### config.mk
export PLATFORM = sky130hd
export DESIGN_NAME = back_page_writer
export DESIGN_NICKNAME = d
export VERILOG_FILES = /design/src/rtl/back_page_writer.sv
export SDC_FILE = /design/constraint.sdc
export NUM_CORES = 1
export LEC_CHECK = 0
export BUFFER_PORTS_ARGS = -buffer_cell sky130_fd_sc_hd__buf_2
export CAP_MARGIN = 10
export CORE_UTILIZATION = 45
export CTS_CLUSTER_DIAMETER = 40
export DETAILED_ROUTE_END_ITERATION = 16
export PLACE_DENSITY = 0.79
export SLEW_MARGIN = 20
export SYNTH_ARGS = -nofsm -noshare
export SYNTH_HDL_FRONTEND = slang
export SYNTH_SLANG_ARGS = --single-unit
### constraint.sdc
create_clock -name VGA_CLK -period 1.9 [get_ports VGA_CLK]
set_input_delay 0.19 -clock VGA_CLK [delete_from_list [all_inputs] [get_ports VGA_CLK]]
set_output_delay 0.19 -clock VGA_CLK [all_outputs]
set_load 0.01 [all_outputs]
### src/rtl/back_page_writer.sv
// back_page_writer: clears the non-displayed frame-buffer page after every page swap,
// then turns draw-engine pixel requests into linear frame-buffer writes.
module back_page_writer #(
  parameter int H_RES = 640,
  parameter int V_RES = 480,
  parameter int PIX_W = 8,
  parameter logic [PIX_W-1:0] CLEAR_COLOR = '0
) (
  input  logic             VGA_CLK,
  input  logic             RESET_N,
  input  logic             PAGE_SEL,
  input  logic             DRAW_VALID,
  input  logic [9:0]       DRAW_X,
  input  logic [9:0]       DRAW_Y,
  input  logic [PIX_W-1:0] DRAW_COLOR,
  output logic             DRAW_READY,
  output logic             MEM_WE,
  output logic [19:0]      MEM_ADDR,
  output logic [PIX_W-1:0] MEM_DATA,
  input  logic             MEM_READY,
  output logic             CLEARING,
  output logic             FRAME_START
);
  typedef enum logic {CLEAR, DRAW} state_e;
  localparam logic [18:0] N_PIX = 19'(H_RES * V_RES);
  state_e           state_q;
  logic             sel_q;
  logic             back_q;
  logic             we_q;
  logic             fs_q;
  logic [18:0]      cnt_q;
  logic [19:0]      addr_q;
  logic [PIX_W-1:0] data_q;
  logic             toggle;
  logic             slot;
  logic             in_range;
  logic [18:0]      idx;
  always_comb begin
    toggle     = PAGE_SEL != sel_q;
    slot       = !we_q || MEM_READY;
    DRAW_READY = state_q == DRAW && !toggle && slot;
    in_range   = 32'(DRAW_X) < H_RES && 32'(DRAW_Y) < V_RES;
    idx        = 19'(DRAW_Y) * 19'(H_RES) + 19'(DRAW_X);
  end
  assign MEM_WE      = we_q;
  assign MEM_ADDR    = addr_q;
  assign MEM_DATA    = data_q;
  assign CLEARING    = state_q == CLEAR;
  assign FRAME_START = fs_q;
  // cnt_q is the next clear index to issue; a pending write is never touched by a swap
  always_ff @(posedge VGA_CLK or negedge RESET_N)
    if (!RESET_N) begin
      state_q <= CLEAR;
      sel_q   <= 1'b0;
      back_q  <= 1'b1;
      cnt_q   <= '0;
      we_q    <= 1'b0;
      fs_q    <= 1'b0;
      addr_q  <= '0;
      data_q  <= '0;
    end else begin
      sel_q <= PAGE_SEL;
      fs_q  <= 1'b0;
      if (we_q && MEM_READY) we_q <= 1'b0;
      if (toggle) begin
        back_q  <= ~PAGE_SEL;
        cnt_q   <= '0;
        state_q <= CLEAR;
      end else if (state_q == CLEAR) begin
        if (cnt_q == N_PIX) begin
          if (we_q && MEM_READY) begin
            state_q <= DRAW;
            fs_q    <= 1'b1;
          end
        end else if (slot) begin
          we_q   <= 1'b1;
          addr_q <= {back_q, cnt_q};
          data_q <= CLEAR_COLOR;
          cnt_q  <= cnt_q + 19'd1;
        end
      end else if (DRAW_VALID && DRAW_READY && in_range) begin
        we_q   <= 1'b1;
        addr_q <= {back_q, idx};
        data_q <= DRAW_COLOR;
      end
    end
endmodule

==> metrics.md <==
| Metric | Value |
|---|---|
| Worst Hold Class | `in2reg` |
| Sort of element at the end of the critical path | `flip-flop` |
| Nets | `494` |
| Post-synthesis net count | `368` |
| Row cnt | `29` |
| Hold Path End | `sel_q$_DFF_PN0_` |
| Layout fillers | `~460` |
| Total negative setup slack | `-10090 ps` |
| Global-route total usage across every layer | `about 21%` |
| Area of the core | `~0.0065 mm2` |
| Initial cell density of the core | `47.6%` |
| Post-synthesis instance area | `~0.0031 mm2` |
| Sequential share of power | `between 40% and 50%` |
| Die W | `between 80 and 90 um` |
| CTS root buf | `sky130_fd_sc_hd__clkbuf_8` |
| Unrepaired setup endpoints after global routing | `yes` |
| Final worst-path cycle share | `120%` |
| Async set-or-reset flop fraction in the synthesized netlist | `100%` |
| Post-synthesis cell type count | `44` |
| WL/cell | `approximately 16 um` |
| Count of input and output buffers | `64` |
| Required time of the critical path | `2090 ps` |
| Power share of the combinational group | `30.6%` |
| Count of pins over their slew limit | `0` |
| Largest net degree at the start of global routing | `29` |
| Setup Crit Path Kind | `in2reg` |
| Estimated wirelength of the detail-placed design | `about 5500 um` |
| Setup ws final | `-388 ps` |
| IO Pins | `65` |
| Final hold viol count | `0` |
| Destination of the worst register-to-register timing path | `MEM_ADDR[19]$_DFFE_PN0P_` |
| Yosys warnings | `0` |
| Hold Path Cell Cnt | `1` |
| Worst endpoint data arrival time | `about 2500 ps` |
| Initial antenna violation count | `0` |
| Worst vdd rail ir drop | `roughly 0.34 mV` |
| Detailed Route WL | `8080 um` |
| Die ar. | `approximately 0.0072 mm2` |
| Power per Cell Area | `around 630 mW/mm2` |
| Setup Skew | `between 7 and 8 ps` |
| Flops & latches, synth | `52` |
| Worst-case register-to-register setup slack | `-330 ps` |
| Portion of total power attributed to the clock network | `~28%` |
| TritonCTS clock tree | `yes` |
| Maximum fanout encountered on the critical timing path | `3` |
| Cells on worst reg2reg path | `6` |
| Reported net switching power | `roughly 800 uW` |
| Util after Layout | `around 70%` |
| Sw Ratio | `28.0%` |
| Internal power | `~2 mW` |
| Most common cell after layout, fill and taps aside | `sky130_fd_sc_hd__buf_2` |
| Count of nets left with antenna violations after detail routing | `0` |
| Layout cells sized above 1 | `between 40% and 50%` |
| Clock period minus final worst setup slack | `roughly 2300 ps` |
| Hold Startpoint | `PAGE_SEL` |
| Kind of start point of the critical path | `input pin` |
| Origin of the critical flop-to-flop path | `cnt_q[11]$_DFFE_PN0P_` |
| Mapped Avg Cell Area | `between 9 and 10 um2` |
| Sequential fraction of the synthesis area | `between 40% and 50%` |
| Post-route DRC | `0` |
| Leading cell types in the layout, fill and taps excluded | `sky130_fd_sc_hd__buf_2 (62), sky130_fd_sc_hd__buf_4 (52), sky130_fd_sc_hd__dfrtp_1 (51)` |
| CTS sink count | `52` |
| Die extent in y | `roughly 85 um` |
| Area grow syn2layout | `46.6%` |
| CTS Buf Count | `5` |
| Number of antenna cells inserted | `0` |
| First drt pass iteration count | `6` |
| Number of vias in the routed layout | `about 2800` |
| EDFF count, synth | `0` |
| Per-cell via count in the routed design | `5.44` |
| Source of the critical timing path | `DRAW_Y[1]` |
| Run status | `finished, violations left` |
| RePlAce Congestion | `0.795` |
| Final Non-Filler Cells | `slightly above 500` |
| Buffers from clock root to sink, at most | `2` |
| Total instance count after detailed placement | `~500` |
| Top_reg_cell synth | `sky130_fd_sc_hd__dfrtp_1` |
| Final-report setup violation count | `47` |
| Synthesized instance count | `312` |
| Global route total overflow | `0` |
| Global-route wire length before repair | `roughly 12000 um` |
| Max Clk Rate | `roughly 0.44 GHz` |
| LEAKAGE | `between 2 and 2.5 nW` |
| Via count of the first global-routing pass | `between 2000 and 3000` |
| Worst slew slack as a fraction of its limit | `59.1%` |
| Total power of the final layout | `roughly 2.9 mW` |
| Tightest Pin Transition | `between 600 and 700 ps` |
| Clock slew at reported path FFs | `~90 ps` |
| Post-Route Hold Slack | `roughly 55 ps` |
| Number of H-tree levels | `2` |
| Failing checks | `negative setup slack` |
| Clock insertion delay at the later pin of the skew report | `~300 ps` |
| Number of max-cap violations | `0` |
| Number of violations reported at the end of detailed-routing iteration 0 | `~140` |
[worst max-delay path by stage]
stage                     slack, ps                  endpoint
final                          -390  MEM_ADDR[17]$_DFFE_PN0P_
after global routing           -450  MEM_ADDR[17]$_DFFE_PN0P_
after CTS                      -270  MEM_ADDR[18]$_DFFE_PN0P_
after detailed placement       -620  MEM_ADDR[18]$_DFFE_PN0P_
after global placement         -610  MEM_ADDR[18]$_DFFE_PN0P_
after floorplan                -410  MEM_ADDR[17]$_DFFE_PN0P_
[metrics by stage]
step,area (um2),worst slack (ps)
3_5_place_dp,3950,-622
6_report,4500,-388
2_1_floorplan,3120,-413
3_3_place_gp,3950,-614
5_1_grt,4500,-447
4_1_cts,4210,-272
[power by group through the flow]
stage | Sequential (mW) | Clock (mW) | Combinational [mW]
3_3_place_gp | 1.18 | 0 | 0.677
5_1_grt | 1.17 | 0.865 | 0.942
4_1_cts | 1.16 | 0.825 | 0.748
6_report | 1.17 | 0.810 | 0.875
2_1_floorplan | 1.20 | 0 | 0.371
3_5_place_dp | 1.19 | 0 | 0.696
[repair_timing]
item                                   in CTS  in global routing
buffers inserted                            3                  3
endpoints found under the hold margin      24                  0
gates cloned                                0                  2
hold buffers                                1                  0
pin swaps                                  20                 46
gates resized for setup                    27                 66
setup endpoints to repair                  44                 46
[state kept, by name, indices dropped and copies added, names as in the netlist]
signal and flops:
sel_q 1, cnt_q 19, back_q 1, FRAME_START 1, MEM_WE 1, MEM_DATA 8, state_q 1, MEM_ADDR 20
[layout make-up]
type	count	area (um2)	share of cell area [%]
clock inverters	1	30.0	0.667
inverters	8	30.0	0.667
multi-input cells	241	1990	44.3
flip-flops and latches	52	1300	28.9
repair buffers	130	953	21.2
clock buffers	7	96.3	2.14
well taps	77	96.3	2.14
[cell usage after synthesis, drive strengths merged, types with 2 or more instances]
master  number  share of area, %
dfrtp       51                42
nor2        39               4.8
nand2       31               3.8
o21ai       27               4.4
ha          21               8.6
xor2        20               5.7
xnor2       13               3.7
mux2i       11               3.6
nand4        9               1.8
a21oi        8               1.3
a22o         8               2.3
inv          8              0.98
nor3         8               1.5
buf          7               1.8
a211oi       6               1.6
nand3        6              0.98
clkbuf       4              0.49
a21o         3              0.73
and3         3              0.61
nor2b        3              0.61
nor3b        3              0.90
a221o        2              0.65
and4         2              0.57
fa           2               1.3
nand2b       2              0.41
nand4b       2              0.57
nor4         2              0.41
o21bai       2              0.86
[cell families (layout without fill, tap and decap cells)]
family / Yosys count / after routing / share of synthesized area (%)
and+or+nand+nor: 110 / 110 / 16.9
DFF: 52 / 52 / 42.4
xor gates and xnor gates: 33 / 33 / 9.41
buffers and inverters: 19 / 146 / 3.22
muxes: 12 / 12 / 3.95
AOI/OAI and AO/OA: 63 / 63 / 14.3
adders and majority gates: 23 / 23 / 9.86
[critical path: stages]
cell                       delay, ps
sky130_fd_sc_hd__buf_6           100
sky130_fd_sc_hd__ha_4            230
sky130_fd_sc_hd__ha_4            160
sky130_fd_sc_hd__fa_2            380
sky130_fd_sc_hd__a211oi_4        260
sky130_fd_sc_hd__nor2_1           90
sky130_fd_sc_hd__xor2_1          260
sky130_fd_sc_hd__and3_1          250
sky130_fd_sc_hd__nand3_1         110
sky130_fd_sc_hd__xor2_1          150
sky130_fd_sc_hd__a221o_1         290
[routing by layer]
layer | GRT usage, % | part of all wire [%] | up-vias | routed length, um
li1 | - | - | 1357 | -
met1 | 27.8 | 43 | 1362 | 3480
met2 | 38.0 | 52 | 78 | 4170
met3 | 3.74 | 4.2 | 11 | 339
met4 | 4.16 | 1.1 | 0 | 87
met5 | 0 | 0 | - | 0
(Power assumes the default switching activity.)
